**config.mk**
```make
export PLATFORM = sky130hd
export DESIGN_NAME = fpu_core
export DESIGN_NICKNAME = d
export VERILOG_FILES = /design/src/rtl/fpu_core.sv
export SDC_FILE = /design/constraint.sdc
export NUM_CORES = 1
export LEC_CHECK = 0
export ABC_AREA = 1
export BUFFER_PORTS_ARGS = -buffer_cell sky130_fd_sc_hd__buf_2
export CORE_MARGIN = 4
export CORE_UTILIZATION = 51
export DETAILED_ROUTE_END_ITERATION = 10
export PLACE_DENSITY = 0.67
export SYNTH_ARGS = -nofsm -noshare
export SYNTH_HDL_FRONTEND = slang
export SYNTH_SLANG_ARGS = --single-unit
```
**constraint.sdc**
```tcl
create_clock -name clk -period 7.7 [get_ports clk]
set_input_delay 2.31 -clock clk [delete_from_list [all_inputs] [get_ports clk]]
set_output_delay 2.31 -clock clk [all_outputs]
set_load 0.1 [all_outputs]
```
**src/rtl/fpu_core.sv**
```systemverilog
// fpu_core: byte-bus IEEE-754 single-precision coprocessor (add/sub/mul).
// The CPU loads A and B bytewise and writes an opcode to start. The core
// drops busy and raises cmd_end when the result is ready. Rounding truncates
// toward zero. Denormal operands are flushed to zero.
// Build option: define FPU_MUL_EN to include the shift-add multiplier.
// Without it, op_mul returns the quiet NaN and sets invalid.
module fpu_core (
  input  logic       clk,
  input  logic       arst,
  input  logic [7:0] databus_in,
  output logic [7:0] databus_out,
  input  logic [5:0] addr,
  input  logic       cs,
  input  logic       rd,
  input  logic       wr,
  input  logic       end_ack,
  output logic       cmd_end,
  output logic       busy
);

  localparam logic [7:0]  OP_ADD = 8'h00;
  localparam logic [7:0]  OP_SUB = 8'h01;
`ifdef FPU_MUL_EN
  localparam logic [7:0]  OP_MUL = 8'h02;
`endif
  localparam logic [31:0] QNAN   = 32'h7FC00000;

  localparam logic [3:0] S_IDLE    = 4'd0;
  localparam logic [3:0] S_UNPACK  = 4'd1;
  localparam logic [3:0] S_SPECIAL = 4'd2;
  localparam logic [3:0] S_ALIGN   = 4'd3;
  localparam logic [3:0] S_ADDSUB  = 4'd4;
  localparam logic [3:0] S_MUL     = 4'd5;
  localparam logic [3:0] S_NORM    = 4'd6;
  localparam logic [3:0] S_PACK    = 4'd7;
  localparam logic [3:0] S_DONE    = 4'd8;

  // programmer-visible registers
  logic [31:0] a_reg, b_reg, res_reg;
  logic [7:0]  op_reg;
  logic        invalid, underflow, overflow;
  logic        op_strobe_q;

  // datapath working state
  logic [3:0]        state;
  logic              sa, sb, sr, eff_sub;
  logic [7:0]        ea, eb;
  logic [23:0]       ma, mb;
  logic signed [9:0] er;
  logic [27:0]       wm;   // normalised value has its leading 1 at bit 26
  logic [26:0]       sm;   // aligned smaller mantissa incl. 3 guard bits
  logic [31:0]       res_w;
  logic [2:0]        flg_w; // {invalid, underflow, overflow}

`ifdef FPU_MUL_EN
  logic [47:0] acc, mc, acc_nxt;
  logic [23:0] mq;
  logic [4:0]  cnt;
`endif

  // bus decode; the opcode start fires once per low strobe
  logic wr_en, op_strobe, start, op_ok;
  assign wr_en     = !cs && !wr;
  assign op_strobe = wr_en && (addr == 6'h08);
  assign start     = op_strobe && !op_strobe_q && !busy;

`ifdef FPU_MUL_EN
  assign op_ok = (op_reg == OP_ADD) || (op_reg == OP_SUB) || (op_reg == OP_MUL);
  assign acc_nxt = acc + (mq[0] ? mc : 48'd0);
`else
  assign op_ok = (op_reg == OP_ADD) || (op_reg == OP_SUB);
`endif

  // alignment: order operands by magnitude so the subtraction never goes negative
  logic        a_big;
  logic [7:0]  ediff;
  logic [26:0] small27;
  assign a_big   = {ea, ma} >= {eb, mb};
  assign ediff   = a_big ? (ea - eb) : (eb - ea);
  assign small27 = a_big ? {mb, 3'b000} : {ma, 3'b000};

  // operand / opcode registers written from the CPU bus while idle
  always_ff @(posedge clk) begin
    if (arst) begin
      a_reg       <= '0;
      b_reg       <= '0;
      op_reg      <= '0;
      op_strobe_q <= 1'b0;
    end else begin
      op_strobe_q <= op_strobe;
      if (wr_en && !busy) begin
        case (addr)
          6'h00: a_reg[7:0]   <= databus_in;
          6'h01: a_reg[15:8]  <= databus_in;
          6'h02: a_reg[23:16] <= databus_in;
          6'h03: a_reg[31:24] <= databus_in;
          6'h04: b_reg[7:0]   <= databus_in;
          6'h05: b_reg[15:8]  <= databus_in;
          6'h06: b_reg[23:16] <= databus_in;
          6'h07: b_reg[31:24] <= databus_in;
          6'h08: if (start) op_reg <= databus_in;
          default: ;
        endcase
      end
    end
  end

  // operation sequencer and arithmetic datapath
  always_ff @(posedge clk) begin
    if (arst) begin
      state     <= S_IDLE;
      busy      <= 1'b0;
      cmd_end   <= 1'b0;
      invalid   <= 1'b0;
      underflow <= 1'b0;
      overflow  <= 1'b0;
      res_reg   <= '0;
      sa <= 1'b0; sb <= 1'b0; sr <= 1'b0; eff_sub <= 1'b0;
      ea <= '0; eb <= '0; ma <= '0; mb <= '0;
      er <= '0; wm <= '0; sm <= '0;
      res_w <= '0; flg_w <= '0;
`ifdef FPU_MUL_EN
      acc <= '0; mc <= '0; mq <= '0; cnt <= '0;
`endif
    end else begin
      case (state)
        S_IDLE: begin
          if (start) begin
            busy      <= 1'b1;
            cmd_end   <= 1'b0;
            invalid   <= 1'b0;
            underflow <= 1'b0;
            overflow  <= 1'b0;
            state     <= S_UNPACK;
          end else if (end_ack) begin
            cmd_end <= 1'b0;
          end
        end
        S_UNPACK: begin
          sa <= a_reg[31];
          sb <= b_reg[31] ^ (op_reg == OP_SUB);
          ea <= a_reg[30:23];
          eb <= b_reg[30:23];
          ma <= (a_reg[30:23] == 8'd0) ? 24'd0 : {1'b1, a_reg[22:0]};
          mb <= (b_reg[30:23] == 8'd0) ? 24'd0 : {1'b1, b_reg[22:0]};
          if (!op_ok) begin
            res_w <= QNAN;
            flg_w <= 3'b100;
            state <= S_DONE;
          end else begin
            state <= S_SPECIAL;
          end
        end
        S_SPECIAL: begin
          if (ea == 8'hFF || eb == 8'hFF) begin
            res_w <= QNAN;
            flg_w <= 3'b100;
            state <= S_DONE;
          end else begin
`ifdef FPU_MUL_EN
            if (op_reg == OP_MUL) begin
              acc   <= '0;
              mc    <= {24'd0, ma};
              mq    <= mb;
              cnt   <= '0;
              sr    <= sa ^ sb;
              er    <= $signed({2'b00, ea}) + $signed({2'b00, eb}) - 10'sd127;
              state <= S_MUL;
            end else
`endif
            state <= S_ALIGN;
          end
        end
        S_ALIGN: begin
          wm      <= {1'b0, (a_big ? ma : mb), 3'b000};
          er      <= $signed({2'b00, (a_big ? ea : eb)});
          sr      <= a_big ? sa : sb;
          eff_sub <= sa ^ sb;
          sm      <= (ediff >= 8'd26) ? 27'd0 : (small27 >> ediff);
          state   <= S_ADDSUB;
        end
        S_ADDSUB: begin
          wm    <= eff_sub ? (wm - {1'b0, sm}) : (wm + {1'b0, sm});
          state <= S_NORM;
        end
`ifdef FPU_MUL_EN
        S_MUL: begin
          acc <= acc_nxt;
          mc  <= mc << 1;
          mq  <= mq >> 1;
          cnt <= cnt + 5'd1;
          if (cnt == 5'd23) begin
            wm    <= acc_nxt[47:20];
            state <= S_NORM;
          end
        end
`endif
        S_NORM: begin
          if (wm[27]) begin
            wm    <= wm >> 1;
            er    <= er + 10'sd1;
            state <= S_PACK;
          end else if (wm == 28'd0 || wm[26]) begin
            state <= S_PACK;
          end else begin
            wm <= wm << 1;
            er <= er - 10'sd1;
          end
        end
        S_PACK: begin
          if (wm == 28'd0) begin
            res_w <= 32'd0;
            flg_w <= 3'b000;
          end else if (er >= 10'sd255) begin
            res_w <= {sr, 8'hFF, 23'd0};
            flg_w <= 3'b001;
          end else if (er <= 10'sd0) begin
            res_w <= {sr, 31'd0};
            flg_w <= 3'b010;
          end else begin
            res_w <= {sr, er[7:0], wm[25:3]};
            flg_w <= 3'b000;
          end
          state <= S_DONE;
        end
        S_DONE: begin
          res_reg   <= res_w;
          invalid   <= flg_w[2];
          underflow <= flg_w[1];
          overflow  <= flg_w[0];
          busy      <= 1'b0;
          cmd_end   <= 1'b1;
          state     <= S_IDLE;
        end
        default: state <= S_IDLE;
      endcase
    end
  end

  // combinational read port
  always_comb begin
    databus_out = 8'h00;
    if (!cs && !rd) begin
      case (addr)
        6'h00: databus_out = a_reg[7:0];
        6'h01: databus_out = a_reg[15:8];
        6'h02: databus_out = a_reg[23:16];
        6'h03: databus_out = a_reg[31:24];
        6'h04: databus_out = b_reg[7:0];
        6'h05: databus_out = b_reg[15:8];
        6'h06: databus_out = b_reg[23:16];
        6'h07: databus_out = b_reg[31:24];
        6'h09: databus_out = res_reg[7:0];
        6'h0A: databus_out = res_reg[15:8];
        6'h0B: databus_out = res_reg[23:16];
        6'h0C: databus_out = res_reg[31:24];
        6'h0D: databus_out = {3'b000, invalid, underflow, overflow, cmd_end, busy};
        default: databus_out = 8'h00;
      endcase
    end
  end

endmodule

```
**Word level (Yosys, flattened, before mapping)**

Index checks and enable logic that the tools add are counted.
W data, S select, Z words.

- Register bits after elaboration: 282
- Input bits: 20
- Output and inout bits: 10
- Logic and storage cells: 156

- $add $sub $neg: 6
- Order comparisons: 4
- Equal/unequal tests: 29
- Shift-type cells: 1
- Muxes and demuxes: 44
- Bitwise operators: 2
- Reduce and logical (&&, ||, !) cells: 39

Operators by type and width:

| cell | number |
|---|---|
| $pmux W8 S13 | 1 |
| $mux W32 | 3 |
| $pmux W32 S3 | 1 |
| $mux W28 | 3 |
| $pmux W28 S3 | 1 |
| $mux W24 | 3 |
| $mux W31 | 2 |
| $mux W27 | 2 |
| $eq A6 B4 Y1 const B | 6 |
| $ge A32 B32 Y1 | 1 |
| $add A28 B27 Y28 | 1 |
| $logic_not A28 Y1 | 1 |
| $pmux W4 S7 | 1 |
| $sub A28 B27 Y28 | 1 |
| $shr A27 B8 Y27 | 1 |
| $reduce_and A2 Y1 | 13 |
| $eq A6 B3 Y1 const B | 4 |
| $logic_not A8 Y1 | 3 |
| $mux W8 | 3 |
| $mux W10 | 2 |
| $mux W4 | 5 |
| $pmux W10 S2 | 1 |
| $eq A8 B8 Y1 const B | 2 |
| $sub A8 B8 Y8 | 2 |
| other kinds (28) | 62 |

**Longest topological paths before layout**

- Depth after elaboration: 7
- Mapped depth: 28
- Mapped depth without buffers: 27

**Least setup slack after synthesis**

Ideal clock, no wire load.

- Kind: input to output
- Start: in addr[5]
- End: out databus_out[1]
- Data arrival time: 4.840 ns
- Required time: 5.390 ns
- Setup slack: 0.550 ns
- Stages on the path: 8
- Path buffers: 1
- Cells stage by stage: nor2_1 -> inv_1 -> nor2_1 -> clkbuf_1 -> nand3_1 -> o21ai_0 -> a221oi_1 -> a31oi_1

- Cells in the longest elaborated chain, start to end: 3
- Elaborated cells between the ends (all ways): 15
- Classes of those cells: eq/ne: 12; mux: 2; reduce/logical: 1

RTL lines:

| element | line | source |
|---|---|---|
| start: declaration | 12 | `input logic [5:0] addr,` |
| $eq A6 B4 Y1 (tied with other cells) | 244 | `case (addr)` |
| $pmux W8 S13 * | 244 |  |
| $mux W8 * | 243 | `if (!cs && !rd) begin` |
| end: declaration | 11 | `output logic [7:0] databus_out,` |

Mark *: on every way between the ends. The rest lies on a longest branch, timed or not.

**Final worst setup path**

- Start: in addr[5]
- End: out databus_out[7]

Same word-level chain as after synthesis.

==> Flow_metrics.wiki <==
{| class="wikitable"
! Metric !! Value
|-
| Post-Route Setup TNS || 0 ns
|-
| Pwr per Cell Area || 419 nW/um^2
|-
| Max-slew headroom at the worst pin || 23.2%
|-
| DR iter-0 viols || 1,940
|-
| Share of post-route cells with drive strength above 1 || 5.57%
|-
| Antenna viol nets, final || 0
|-
| Syn Inst Count || 2,620
|-
| Half-perimeter wire length after placement || 44,800 microns
|-
| Initial antenna violation count || 0
|-
| Clock latency at the later pin of the worst-skew pair || 0.59 ns
|-
| Growth of design area from synthesis to finish || 7.03%
|-
| Number of levels in the clock H-tree || 1
|-
| Leakage power of the design || 7.81 nW
|-
| Setup ws final || 0.998 ns
|-
| Fraction of synthesis flops using an asynchronous set or reset pin || 0%
|-
| Clock transition time at the flip-flop clock pins of the worst setup and hold paths || 0.06 ns
|-
| Net count of the finished layout || 2,661
|-
| Worst EP required || 5.39 ns
|-
| Count of flip-flops with a built-in enable after synthesis || 0
|-
| Largest delay contributor family on the critical path || simple AND/OR/NAND/NOR gates
|-
| Post-route core utilization || 55.4%
|-
| CP peak stage delay || 0.50 ns
|-
| Worst-path cell with the longest stage delay || nor2_1
|-
| Routed via count || 17,600
|-
| Final Cycle Share || 87.0%
|-
| Buffer and inverter count on the worst path || 4
|-
| Highest metal used || met4
|-
| Per-instance average area after synthesis || 6.62 sq um
|-
| Y dimension of the die || 192 microns
|-
| Placement Setup Slack || 1.02 ns
|-
| Outcome || complete, no violations
|-
| Vias per cell || 5.82
|-
| Die Area || 37,000 sq um
|-
| Post-Syn Nets || 2,719
|-
| Number of max-slew violations in the final report || 0
|-
| # fillers || 3,375
|-
| Slew at the pin closest to its max-slew limit || 1.15 ns
|-
| Wire length on met2 || 26,000 microns
|-
| Max capacitance violation total || 0
|-
| Weighted congestion reported at the end of routability-driven placement || 0.973
|-
| Aggregate global routing overflow || 0
|-
| Top-level I/O count || 30
|-
| Kind of path behind the tightest hold check || reg2reg
|-
| Post-CTS sizing || 0
|-
| Dominant register cell in the synthesized netlist || dfxtp_1
|-
| Post-CTS Setup Inserts || 0
|-
| Startpoint type of the worst setup path || primary input
|-
| Launch point of the worst reg-to-reg path || eb[0]$_SDFFE_PP0P_
|-
| Stages on worst setup path || 11
|-
| Start-to-end type of the worst setup path || in2out
|-
| Sequential element share of the synthesized area || 32.5%
|-
| Metal-1 WL || 26,800 microns
|-
| Endpoints failing setup || 0
|-
| Sink Count || 282
|-
| Minimum period implied by the final worst setup slack || 6.70 ns
|-
| Number of CTS-inserted buffers || 31
|-
| Antenna fix cells || 0
|-
| F_max || 149 MHz
|-
| Average detailed-routed wire length per instance || 19.6 microns
|-
| R2r worst-path depth || 19
|-
| IO buf count || 29
|-
| Number of iterations in the first detailed-routing pass || 9
|-
| Number of remaining DRC errors || 0
|-
| Setup Skew || 0.0158 ns
|-
| Clock tree buffer depth || 3
|-
| Global-route wire length before repair || 91,900 microns
|-
| Crit end category || output port
|-
| Most common library cell in the layout ignoring fill and taps || nand2_1
|-
| Number of placement rows || 67
|-
| Count of synthesis-stage warnings from yosys || 0
|-
| Leading cell types in the layout, fill and taps excluded || 517 x nand2_1, 293 x a21oi_1, 291 x inv_1
|-
| Overall track demand over capacity in global routing || 31.4%
|-
| Syn Std Cell Area || 17,400 sq um
|-
| Launch point of the worst path || addr[5]
|-
| Worst endpoint data arrival time || 4.39 ns
|-
| Post-Route Hold Slack || 0.457 ns
|-
| Library cells used by synthesis || 60
|-
| Flop and latch count out of synthesis || 282
|-
| Initial cell density of the core || 51.8%
|-
| Via count of the first global-routing pass || 15,900
|-
| Maximum vdd drop || 0.500 mV
|-
| Pin count of the biggest net entering global routing || 91
|-
| Chip Width || 192 microns
|-
| Hold wc startpoint || op_reg[3]$_SDFFE_PP0P_
|-
| Cell count of the worst hold path || 2
|-
| Post-CTS Hold Buffers || 0
|-
| Number of hold violations in the final report || 0
|-
| Critical path fanouts, max || 7
|-
| Placeable Area || 33,500 sq um
|-
| CTS tree || built
|-
| Sequence of cells on the critical path || buf_2, nor2_1, nand3_1, nor2_1, inv_1, o32ai_1, a221oi_1, nand3_1, nand2_1, inv_1, buf_2
|-
| Routed wire length on met3 || 4110 microns
|-
| Drt total wl || 59,300 microns
|-
| Clock tree root buffer cell || clkbuf_16
|-
| RSZ-0062 raised after global routing || false
|}
-- cell families after synthesis --
kind of cell | Yosys count | share of synthesized area, %
and+or+nand+nor | 1107 | 27.5
AOI/OAI and AO/OA | 668 | 21.9
buffers and inverters | 442 | 10.1
DFF | 282 | 32.5
adders and majority gates | 79 | 5.87
xor gates and xnor gates | 42 | 2.12
-- routing by layer --
| layer | track usage [%] | vias to the layer above |
|---|---|---|
| li1 | - | 8716 |
| met3 | 3.91 | 105 |
| met1 | 44.6 | 8091 |
| met2 | 49.1 | 730 |
| met5 | 0 | - |
| met4 | 11.6 | 0 |
-- power by group --
part	switching [mW]	internal, mW
combinational	3.64	1.16
sequential	0.0327	1.49
clock	0.619	0.832
total	4.30	3.48
-- metrics by stage --
stage | cells | power, mW | cell area, sq um
after CTS | 3031 | 7.69 | 18600
after floorplan | 2620 | 5.12 | 17400
final | 3031 | 7.78 | 18600
after detailed placement | 2977 | 6.24 | 17600
after global placement | 2977 | 6.23 | 17600
after global routing | 3031 | 8.25 | 18600
-- path summary, 6_finish.rpt --
check	to	slack [ns]
max	databus_out[7]	1.0
min	op_reg[3]$_SDFFE_PP0P_	0.46
max reg2reg	sm[8]$_SDFFE_PP0P_	2.71
min reg2reg	op_reg[3]$_SDFFE_PP0P_	0.46
-- tightest hold or removal path: stages (launching register included) --
cell and delay, ns:
dfxtp_1 0.30, inv_1 0.06, a21oi_1 0.05
-- cell type report --
type | instances | area, sq um | share of cell area (%)
Clock buffer | 45 | 888 | 4.78
Clock inverter | 9 | 93.8 | 0.505
Inverter | 308 | 1160 | 6.24
Multi-Input combinational cell | 1896 | 9970 | 53.7
Sequential cell | 282 | 5650 | 30.4
Tap cell | 448 | 561 | 3.02
Timing Repair Buffer | 43 | 253 | 1.36
-- cell usage after synthesis, types with 9 or more instances --
cell type / instances / area share, %
a31oi_1: 9 / 0.32
buf_2: 19 / 0.55
o211ai_1: 30 / 1.3
or2_2: 13 / 0.47
nand3_1: 243 / 7.0
nor3_1: 21 / 0.61
a211oi_1: 10 / 0.43
clkbuf_1: 91 / 2.0
a221oi_1: 28 / 1.4
ha_1: 75 / 5.4
nand4_1: 29 / 1.0
nor4_1: 19 / 0.68
buf_1: 13 / 0.28
o21ai_0: 213 / 6.1
a21oi_1: 293 / 8.5
xor2_1: 27 / 1.4
dfxtp_1: 282 / 33
nand2_1: 517 / 11
xnor2_1: 15 / 0.76
nor2_1: 240 / 5.2
inv_1: 292 / 6.3
o22ai_1: 18 / 0.65
Power figures use the tool's default switching activity.
